===== src/rtl/lsu_if.sv =====
// Data-bus interface between the load/store unit and memory.
//   master (lsu side): drives mem_req_o, mem_we_o, mem_addr_o, mem_wdata_o,
//                      mem_wstrb_o; receives mem_gnt_i, mem_rvalid_i, mem_rdata_i.
//   slave  (memory side): the mirror image.
interface lsu_if #(
  parameter int ADDR_W = 32
);
  logic              mem_req_o;
  logic              mem_we_o;
  logic [ADDR_W-1:0] mem_addr_o;
  logic [31:0]       mem_wdata_o;
  logic [3:0]        mem_wstrb_o;
  logic              mem_gnt_i;
  logic              mem_rvalid_i;
  logic [31:0]       mem_rdata_i;

  modport master (
    output mem_req_o, mem_we_o, mem_addr_o, mem_wdata_o, mem_wstrb_o,
    input  mem_gnt_i, mem_rvalid_i, mem_rdata_i
  );

  modport slave (
    input  mem_req_o, mem_we_o, mem_addr_o, mem_wdata_o, mem_wstrb_o,
    output mem_gnt_i, mem_rvalid_i, mem_rdata_i
  );
endinterface


===== src/rtl/lsu.sv =====
// Load/store unit. Accepts one memory request per instruction from ex, runs a
// request/grant/response handshake on the data bus, aligns and extends load
// data and writes it back to the register file. Holds the pipeline while an
// access is outstanding.
//
// Ports:
//   clk, rst          clock, synchronous active-high reset
//   req_*_i           request from ex (valid, we, func3, addr, wdata, rd)
//   bus               lsu_if.master data-bus handshake
//   rd_addr_o/rd_data_o/rd_wen_o   register-file writeback
//   hold_flag_o       pipeline stall to ctrl
//   misalign_o        one-cycle pulse: misaligned request dropped
//   bus_err_o         one-cycle pulse: access timed out
//
// state | meaning
// IDLE  | no access outstanding; accept a new request
// REQ   | bus request asserted, waiting for grant
// WAIT  | load granted, waiting for read data
// RESP  | load data registered, writeback this cycle
module lsu #(
  parameter int ADDR_W  = 32,
  parameter int TIMEOUT = 255
) (
  input  logic        clk,
  input  logic        rst,
  input  logic        req_valid_i,
  input  logic        req_we_i,
  input  logic [2:0]  req_func3_i,
  input  logic [31:0] req_addr_i,
  input  logic [31:0] req_wdata_i,
  input  logic [4:0]  req_rd_addr_i,
  lsu_if.master       bus,
  output logic [4:0]  rd_addr_o,
  output logic [31:0] rd_data_o,
  output logic        rd_wen_o,
  output logic        hold_flag_o,
  output logic        misalign_o,
  output logic        bus_err_o
);
  localparam int CNT_W = $clog2(TIMEOUT + 1);

  typedef enum logic [1:0] {IDLE, REQ, WAIT, RESP} state_t;

  state_t            state_q, state_d;
  logic [CNT_W-1:0]  cnt_q, cnt_d;
  logic              latch, capture, mis_set, err_set;

  logic [ADDR_W-1:0] addr_q;
  logic              we_q;
  logic [2:0]        f3_q;
  logic [31:0]       wdata_q;
  logic [4:0]        rd_q;
  logic [31:0]       rd_data_q;
  logic              misalign_q, bus_err_q;

  logic              f3_legal, addr_ok, req_ok, req_misalign;
  logic              cnt_last;
  logic              in_req;
  logic [31:0]       st_data;
  logic [3:0]        st_strb;
  logic [7:0]        ld_byte;
  logic [15:0]       ld_half;
  logic [31:0]       ld_data;

  // request classification from ex
  always_comb begin
    if (req_we_i) f3_legal = (req_func3_i <= 3'd2);
    else          f3_legal = (req_func3_i inside {3'd0, 3'd1, 3'd2, 3'd4, 3'd5});
    case (req_func3_i[1:0])
      2'd1:    addr_ok = ~req_addr_i[0];
      2'd2:    addr_ok = (req_addr_i[1:0] == 2'b00);
      default: addr_ok = 1'b1;
    endcase
  end

  assign req_ok       = req_valid_i & f3_legal & addr_ok;
  assign req_misalign = req_valid_i & f3_legal & ~addr_ok;
  assign cnt_last     = (cnt_q == CNT_W'(TIMEOUT - 1));

  always_ff @(posedge clk) begin
    if (rst) begin
      state_q <= IDLE;
      cnt_q   <= '0;
    end else begin
      state_q <= state_d;
      cnt_q   <= cnt_d;
    end
  end

  // grant / rvalid take priority over the timeout in the same cycle
  always_comb begin
    state_d = state_q;
    cnt_d   = cnt_q;
    latch   = 1'b0;
    capture = 1'b0;
    mis_set = 1'b0;
    err_set = 1'b0;
    case (state_q)
      IDLE: begin
        mis_set = req_misalign;
        if (req_ok) begin
          state_d = REQ;
          cnt_d   = '0;
          latch   = 1'b1;
        end
      end
      REQ: begin
        if (bus.mem_gnt_i) begin
          state_d = we_q ? IDLE : WAIT;
          cnt_d   = '0;
        end else if (cnt_last) begin
          state_d = IDLE;
          cnt_d   = '0;
          err_set = 1'b1;
        end else begin
          cnt_d = cnt_q + CNT_W'(1);
        end
      end
      WAIT: begin
        if (bus.mem_rvalid_i) begin
          state_d = RESP;
          cnt_d   = '0;
          capture = 1'b1;
        end else if (cnt_last) begin
          state_d = IDLE;
          cnt_d   = '0;
          err_set = 1'b1;
        end else begin
          cnt_d = cnt_q + CNT_W'(1);
        end
      end
      RESP:    state_d = IDLE;
      default: state_d = IDLE;
    endcase
  end

  always_ff @(posedge clk) begin
    if (rst) begin
      addr_q     <= '0;
      we_q       <= 1'b0;
      f3_q       <= '0;
      wdata_q    <= '0;
      rd_q       <= '0;
      rd_data_q  <= '0;
      misalign_q <= 1'b0;
      bus_err_q  <= 1'b0;
    end else begin
      misalign_q <= mis_set;
      bus_err_q  <= err_set;
      if (latch) begin
        addr_q  <= req_addr_i[ADDR_W-1:0];
        we_q    <= req_we_i;
        f3_q    <= req_func3_i;
        wdata_q <= req_wdata_i;
        rd_q    <= req_rd_addr_i;
      end
      if (capture) rd_data_q <= ld_data;
    end
  end

  // store lane replication and strobes
  always_comb begin
    case (f3_q[1:0])
      2'd0: begin
        st_data = {4{wdata_q[7:0]}};
        st_strb = 4'b0001 << addr_q[1:0];
      end
      2'd1: begin
        st_data = {2{wdata_q[15:0]}};
        st_strb = 4'b0011 << addr_q[1:0];
      end
      default: begin
        st_data = wdata_q;
        st_strb = 4'b1111;
      end
    endcase
  end

  // load extraction
  always_comb begin
    case (addr_q[1:0])
      2'd0:    ld_byte = bus.mem_rdata_i[7:0];
      2'd1:    ld_byte = bus.mem_rdata_i[15:8];
      2'd2:    ld_byte = bus.mem_rdata_i[23:16];
      default: ld_byte = bus.mem_rdata_i[31:24];
    endcase
    ld_half = addr_q[1] ? bus.mem_rdata_i[31:16] : bus.mem_rdata_i[15:0];
    case (f3_q)
      3'd0:    ld_data = {{24{ld_byte[7]}}, ld_byte};
      3'd1:    ld_data = {{16{ld_half[15]}}, ld_half};
      3'd4:    ld_data = {24'b0, ld_byte};
      3'd5:    ld_data = {16'b0, ld_half};
      default: ld_data = bus.mem_rdata_i;
    endcase
  end

  // bus outputs are only driven while requesting so they read 0 when idle
  assign in_req          = (state_q == REQ);
  assign bus.mem_req_o   = in_req;
  assign bus.mem_we_o    = in_req & we_q;
  assign bus.mem_addr_o  = in_req ? {addr_q[ADDR_W-1:2], 2'b00} : '0;
  assign bus.mem_wdata_o = in_req ? st_data : '0;
  assign bus.mem_wstrb_o = in_req ? st_strb : '0;

  assign rd_addr_o   = rd_q;
  assign rd_data_o   = rd_data_q;
  assign rd_wen_o    = (state_q == RESP) & (rd_q != 5'd0);
  assign hold_flag_o = (state_q == REQ) | (state_q == WAIT) | ((state_q == IDLE) & req_ok);
  assign misalign_o  = misalign_q;
  assign bus_err_o   = bus_err_q;
endmodule


===== src/flat_wrapper.sv =====
// flat-port wrapper written by rule: the top's interface ports become plain ports
module lsu_flat 
#(
  parameter int ADDR_W  = 32,
  parameter int TIMEOUT = 255
)
  (clk, rst, req_valid_i, req_we_i, req_func3_i, req_addr_i, req_wdata_i, req_rd_addr_i, rd_addr_o, rd_data_o, rd_wen_o, hold_flag_o, misalign_o, bus_err_o, bus_mem_req_o, bus_mem_we_o, bus_mem_addr_o, bus_mem_wdata_o, bus_mem_wstrb_o, bus_mem_gnt_i, bus_mem_rvalid_i, bus_mem_rdata_i);
  lsu_if #(.ADDR_W(ADDR_W)) bus_i ();
  input  logic clk;
  input  logic rst;
  input  logic req_valid_i;
  input  logic req_we_i;
  input  logic [2:0] req_func3_i;
  input  logic [31:0] req_addr_i;
  input  logic [31:0] req_wdata_i;
  input  logic [4:0] req_rd_addr_i;
  output logic [4:0] rd_addr_o;
  output logic [31:0] rd_data_o;
  output logic rd_wen_o;
  output logic hold_flag_o;
  output logic misalign_o;
  output logic bus_err_o;
  output wire logic [$bits(bus_i.mem_req_o)-1:0] bus_mem_req_o;
  output wire logic [$bits(bus_i.mem_we_o)-1:0] bus_mem_we_o;
  output wire logic [$bits(bus_i.mem_addr_o)-1:0] bus_mem_addr_o;
  output wire logic [$bits(bus_i.mem_wdata_o)-1:0] bus_mem_wdata_o;
  output wire logic [$bits(bus_i.mem_wstrb_o)-1:0] bus_mem_wstrb_o;
  input wire logic [$bits(bus_i.mem_gnt_i)-1:0] bus_mem_gnt_i;
  input wire logic [$bits(bus_i.mem_rvalid_i)-1:0] bus_mem_rvalid_i;
  input wire logic [$bits(bus_i.mem_rdata_i)-1:0] bus_mem_rdata_i;
  assign bus_mem_req_o = bus_i.mem_req_o;
  assign bus_mem_we_o = bus_i.mem_we_o;
  assign bus_mem_addr_o = bus_i.mem_addr_o;
  assign bus_mem_wdata_o = bus_i.mem_wdata_o;
  assign bus_mem_wstrb_o = bus_i.mem_wstrb_o;
  assign bus_i.mem_gnt_i = bus_mem_gnt_i;
  assign bus_i.mem_rvalid_i = bus_mem_rvalid_i;
  assign bus_i.mem_rdata_i = bus_mem_rdata_i;
  lsu #(.ADDR_W(ADDR_W), .TIMEOUT(TIMEOUT)) u_core (.clk(clk), .rst(rst), .req_valid_i(req_valid_i), .req_we_i(req_we_i), .req_func3_i(req_func3_i), .req_addr_i(req_addr_i), .req_wdata_i(req_wdata_i), .req_rd_addr_i(req_rd_addr_i), .bus(bus_i), .rd_addr_o(rd_addr_o), .rd_data_o(rd_data_o), .rd_wen_o(rd_wen_o), .hold_flag_o(hold_flag_o), .misalign_o(misalign_o), .bus_err_o(bus_err_o));
endmodule

===== config.mk =====
export PLATFORM = sky130hd
export DESIGN_NAME = lsu_flat
export DESIGN_NICKNAME = d
export VERILOG_FILES = /design/src/rtl/lsu_if.sv /design/src/rtl/lsu.sv /design/src/flat_wrapper.sv
export SDC_FILE = /design/constraint.sdc
export NUM_CORES = 1
export LEC_CHECK = 0
export ABC_CLOCK_PERIOD_IN_PS = 4170
export CORE_AREA = 3 3 125 127
export DETAILED_ROUTE_END_ITERATION = 8
export DIE_AREA = 0 0 128 130
export GPL_ROUTABILITY_DRIVEN = 0
export PLACE_DENSITY = 0.71
export SETUP_SLACK_MARGIN = 0.2
export SLEW_MARGIN = 30
export SYNTH_ARGS = -nofsm -noshare
export SYNTH_HDL_FRONTEND = slang
export SYNTH_SLANG_ARGS = --single-unit

===== constraint.sdc =====
create_clock -name clk -period 4.17 [get_ports clk]
set_input_delay 1.251 -clock clk [delete_from_list [all_inputs] [get_ports clk]]
set_output_delay 1.251 -clock clk [all_outputs]
set_load 0.05 [all_outputs]

==> flow_summary_export.csv <==
group,metric,value,unit
power_and_ir_drop,p_per_area,360,mW/mm^2
floorplanning,die_h,130,um
run_status,status,"finished, final reports clean",
setup_path,slowest_delay,0.35,ns
power_and_ir_drop,p_int,2240,uW
setup_path,reg2reg_slack,1.96,ns
setup_path,critPathCaptureType,"output port",
timing,slew_headroom,46.1,%
cts,clk_pin_slew_worst_paths,0.06,ns
detailed_routing,drc,0,
cells_and_area,multiInputGateArea,0.00311,sq mm
synthesis,syn_avg_cell_area,7.73,sq um
synthesis,synthArstFlopShare,0,%
synthesis,yosysTopAreaCellShare,40.2,%
synthesis,netlist_area,0.00583,sq mm
detailed_routing,first_iter_violations,394,
synthesis,synth_seq_area_share,40.2,%
place,dpl-instance-area,0.00809,sq mm
timing,post-route-min-period,3.93,ns
floorplanning,row_count,44,
cells_and_area,mostFrequentLayoutCells,"clkdlybuf4s50_1, nand2_1, dfxtp_1",
synthesis,synthFlopType,"dfxtp_1",
global_route,grt_usage,21.0,%
setup_path,required,2.92,ns
cts,cts_setup_buffers,0,
cells_and_area,diodes,0,
cts,clkSinkCount,117,
synthesis,ys.warnings.count,0,
cts,clk_latency,0.41,ns
cts,cts_tree,"built",
synthesis,ys_types,47,
min_path,hold_end,"u_core.addr_q[30]",
cts,root_buffer,"clkbuf_16",
power_and_ir_drop,p_leak,0.00298,uW
setup_path,crit_family,"simple AND/OR/NAND/NOR gates",
timing,setup-tns-final,0,ns
cells_and_area,instances_no_fill,1147,
floorplanning,io_pins,221,
detailed_routing,vias_per_cell,5.12,
synthesis,synth_area_leader_cell,"dfxtp_1",
min_path,hold_start,"u_core.addr_q[30]",
floorplanning,coreArea,0.0145,sq mm
cells_and_area,regArea,0.00234,sq mm
setup_path,critPathBufInv,3,
power_and_ir_drop,pwr-share-seq,38.2,%
place,placed_cells,1115,
global_route,grt_max_degree,75,
setup_path,r2r_cells,6,
timing,finalSetupViolations,0,
cells_and_area,layout-drive-gt1-share,8.00,%
synthesis,synth.area.top_cells,"dfxtp_1, nand2_1, a21oi_1, and2_1, mux2i_1",
floorplanning,initial_core_util,40.1,%
global_route,grt-ovfl-total,0,
place,dp_slack,-0.208,ns
detailed_routing,dr_total_vias,5870,
cts,clockBufferDepth,2,
cells_and_area,fill_cells,1393,
cells_and_area,syn_to_final_growth,48.6,%
detailed_routing,firstDrtPassIters,5,
timing,period_share,94.3,%
setup_path,timing.rr.end,"u_core.rd_data_o[28]",
synthesis,syn_inst,754,
global_route,grt_pass1_wl,27.9,mm
cells_and_area,fin_area,0.00866,sq mm
detailed_routing,antenna_left,0,
cells_and_area,nets,1070,
power_and_ir_drop,p_clk_share,43.6,%
cts,cts.htree.levels,4,
setup_path,rr_startpoint,"u_core.addr_q[1]",
detailed_routing,wl,17.9,mm
setup_path,cp_max_fo,3,
power_and_ir_drop,switching_share,28.4,%
cts,numCtsBuffers,17,
setup_path,arrival,2.68,ns
timing,fmax,254,MHz
setup_path,critPathSlowestCell,"or3_4",
timing,timing.hold.ws,0.448,ns
setup_path,cp-start-kind,"input port",
timing,rsz0062_at_grt,"yes",
power_and_ir_drop,max-vdd-ir-drop,0.243,mV
setup_path,cp_cell_sequence,"clkdlybuf4s15_2 > inv_2 > ha_2 > o21bai_1 > a221o_2 > or3_4 > nand2b_4 > buf_12",
synthesis,synth_edf_count,0,
power_and_ir_drop,switching_power,885,uW
floorplanning,die_w,128,um
min_path,hold_class,"flip-flop to flip-flop",
timing,hold_viol,0,
flow_run,maxCapViolCount,0,
detailed_routing,wl_per_cell,15.6,um
floorplanning,die_area,0.0166,sq mm
timing,worst-slew-pin-transition,0.809,ns
min_path,hold_path_depth,2,
power_and_ir_drop,pwr-share-comb,18.2,%
synthesis,synth-seq-cells,117,
place,dp_hpwl,12.3,mm
timing,finalWorstSetupSlack,0.238,ns
setup_path,crit_type,"input port to output port",
cells_and_area,final_common_cell,"clkdlybuf4s50_1",
place,numPortBuffers,218,
timing,skew,0.00880,ns
global_route,antenna_found_initial,0,
global_route,grt_pass1_vias,5401,
timing,maxSlewViolCount,0,
-- how the worst max path moves through the flow --
stage / from / to / slack, ns / cells after the start
floorplan: req_func3_i[0] / hold_flag_o / 0.25 / 7
global placement: req_func3_i[0] / hold_flag_o / -0.16 / 8
detailed placement: req_func3_i[0] / hold_flag_o / -0.21 / 8
CTS: req_func3_i[1] / hold_flag_o / 0.20 / 8
global route: req_func3_i[1] / hold_flag_o / 0.19 / 8
finish: req_func3_i[1] / hold_flag_o / 0.24 / 8
-- repair_timing --
| action | 4_1_cts | 5_1_grt |
|---|---|---|
| hold buffers | 0 | 0 |
| endpoints found under the setup margin | 1 | 2 |
| pin swaps | 1 | 1 |
| resized for setup | 15 | 2 |
| endpoints found under the hold margin | 0 | 0 |
-- kinds of logic (layout without fill, tap and decap cells) --
kind of cell    after synthesis  after routing  share of synthesized area, %
simple gates                329            329                          25.9
mux                          25             25                          4.68
fa+ha+maj                    10             10                          2.15
flops                       117            117                          40.2
compound gates              192            192                          19.9
buf+inv                      80            288                          7.09
other cells                   1              2                        0.0644
-- state kept, by name (all words and copies together) (netlist names) --
name               count
u_core.addr_q         32
u_core.rd_data_o      32
u_core.wdata_q        32
u_core.cnt_q           8
u_core.rd_addr_o       5
u_core.f3_q            3
u_core.state_q         2
u_core.bus_err_o       1
u_core.misalign_o      1
u_core.we_q            1
-- power groups by stage --
stage          sequential (uW)  clock (uW)  combinational, uW
3_3_place_gp              1220           0                567
6_report                  1190        1360                568
3_5_place_dp              1220           0                570
4_1_cts                   1190        1390                573
5_1_grt                   1200        1440                616
2_1_floorplan             1220           0                336
-- Yosys cell counts, types with 3 or more instances --
cell type / n
a211oi_1: 17
a21boi_0: 8
a21oi_1: 93
a22oi_1: 4
a31oi_1: 9
and2_1: 48
buf_1: 3
buf_2: 3
buf_4: 3
buf_6: 13
clkbuf_1: 37
dfxtp_1: 117
ha_1: 10
inv_1: 21
mux2_2: 8
mux2i_1: 16
nand2_1: 191
nand2b_1: 5
nand3_1: 3
nand3b_1: 8
nor2_1: 34
nor2b_1: 14
nor3_1: 10
o211ai_1: 4
o21a_1: 6
o21ai_0: 32
o221ai_1: 7
or3_1: 4
or4_1: 5
-- stage by stage --
step	total power (uW)	util (%)
6_report	3120	59.6
5_1_grt	3260	59.6
3_5_place_dp	1790	55.6
4_1_cts	3150	59.5
3_3_place_gp	1780	55.6
2_1_floorplan	1560	-
-- worst reg2reg max path: cells and delay by family (launching register included) --
kind                   cells  cell delay, ns
flip-flops                 1            0.30
multiplexers               1            0.55
buffers and inverters      1            0.25
AND/OR/NAND/NOR            2            0.71
AO/OA/AOI/OAI              2            0.24
-- layout make-up --
| type | count | share of cell area, % |
|---|---|---|
| well taps | 184 | 2.66 |
| clock buffers | 19 | 5.12 |
| inverters | 21 | 0.910 |
| multi-input cells | 558 | 35.9 |
| flip-flops and latches | 117 | 27.1 |
| repair buffers | 235 | 27.1 |
| clock inverters | 13 | 1.27 |
-- metal layers --
layer  up-vias  global-route usage, %  part of all wire, %
met4         0                   8.49                  2.4
met5         -                      0                    0
met3        27                   6.75                  8.3
li1       2930                      -                    -
met1      2707                   27.1                   44
met2       206                   32.6                   45
Power figures use the tool's default switching activity.
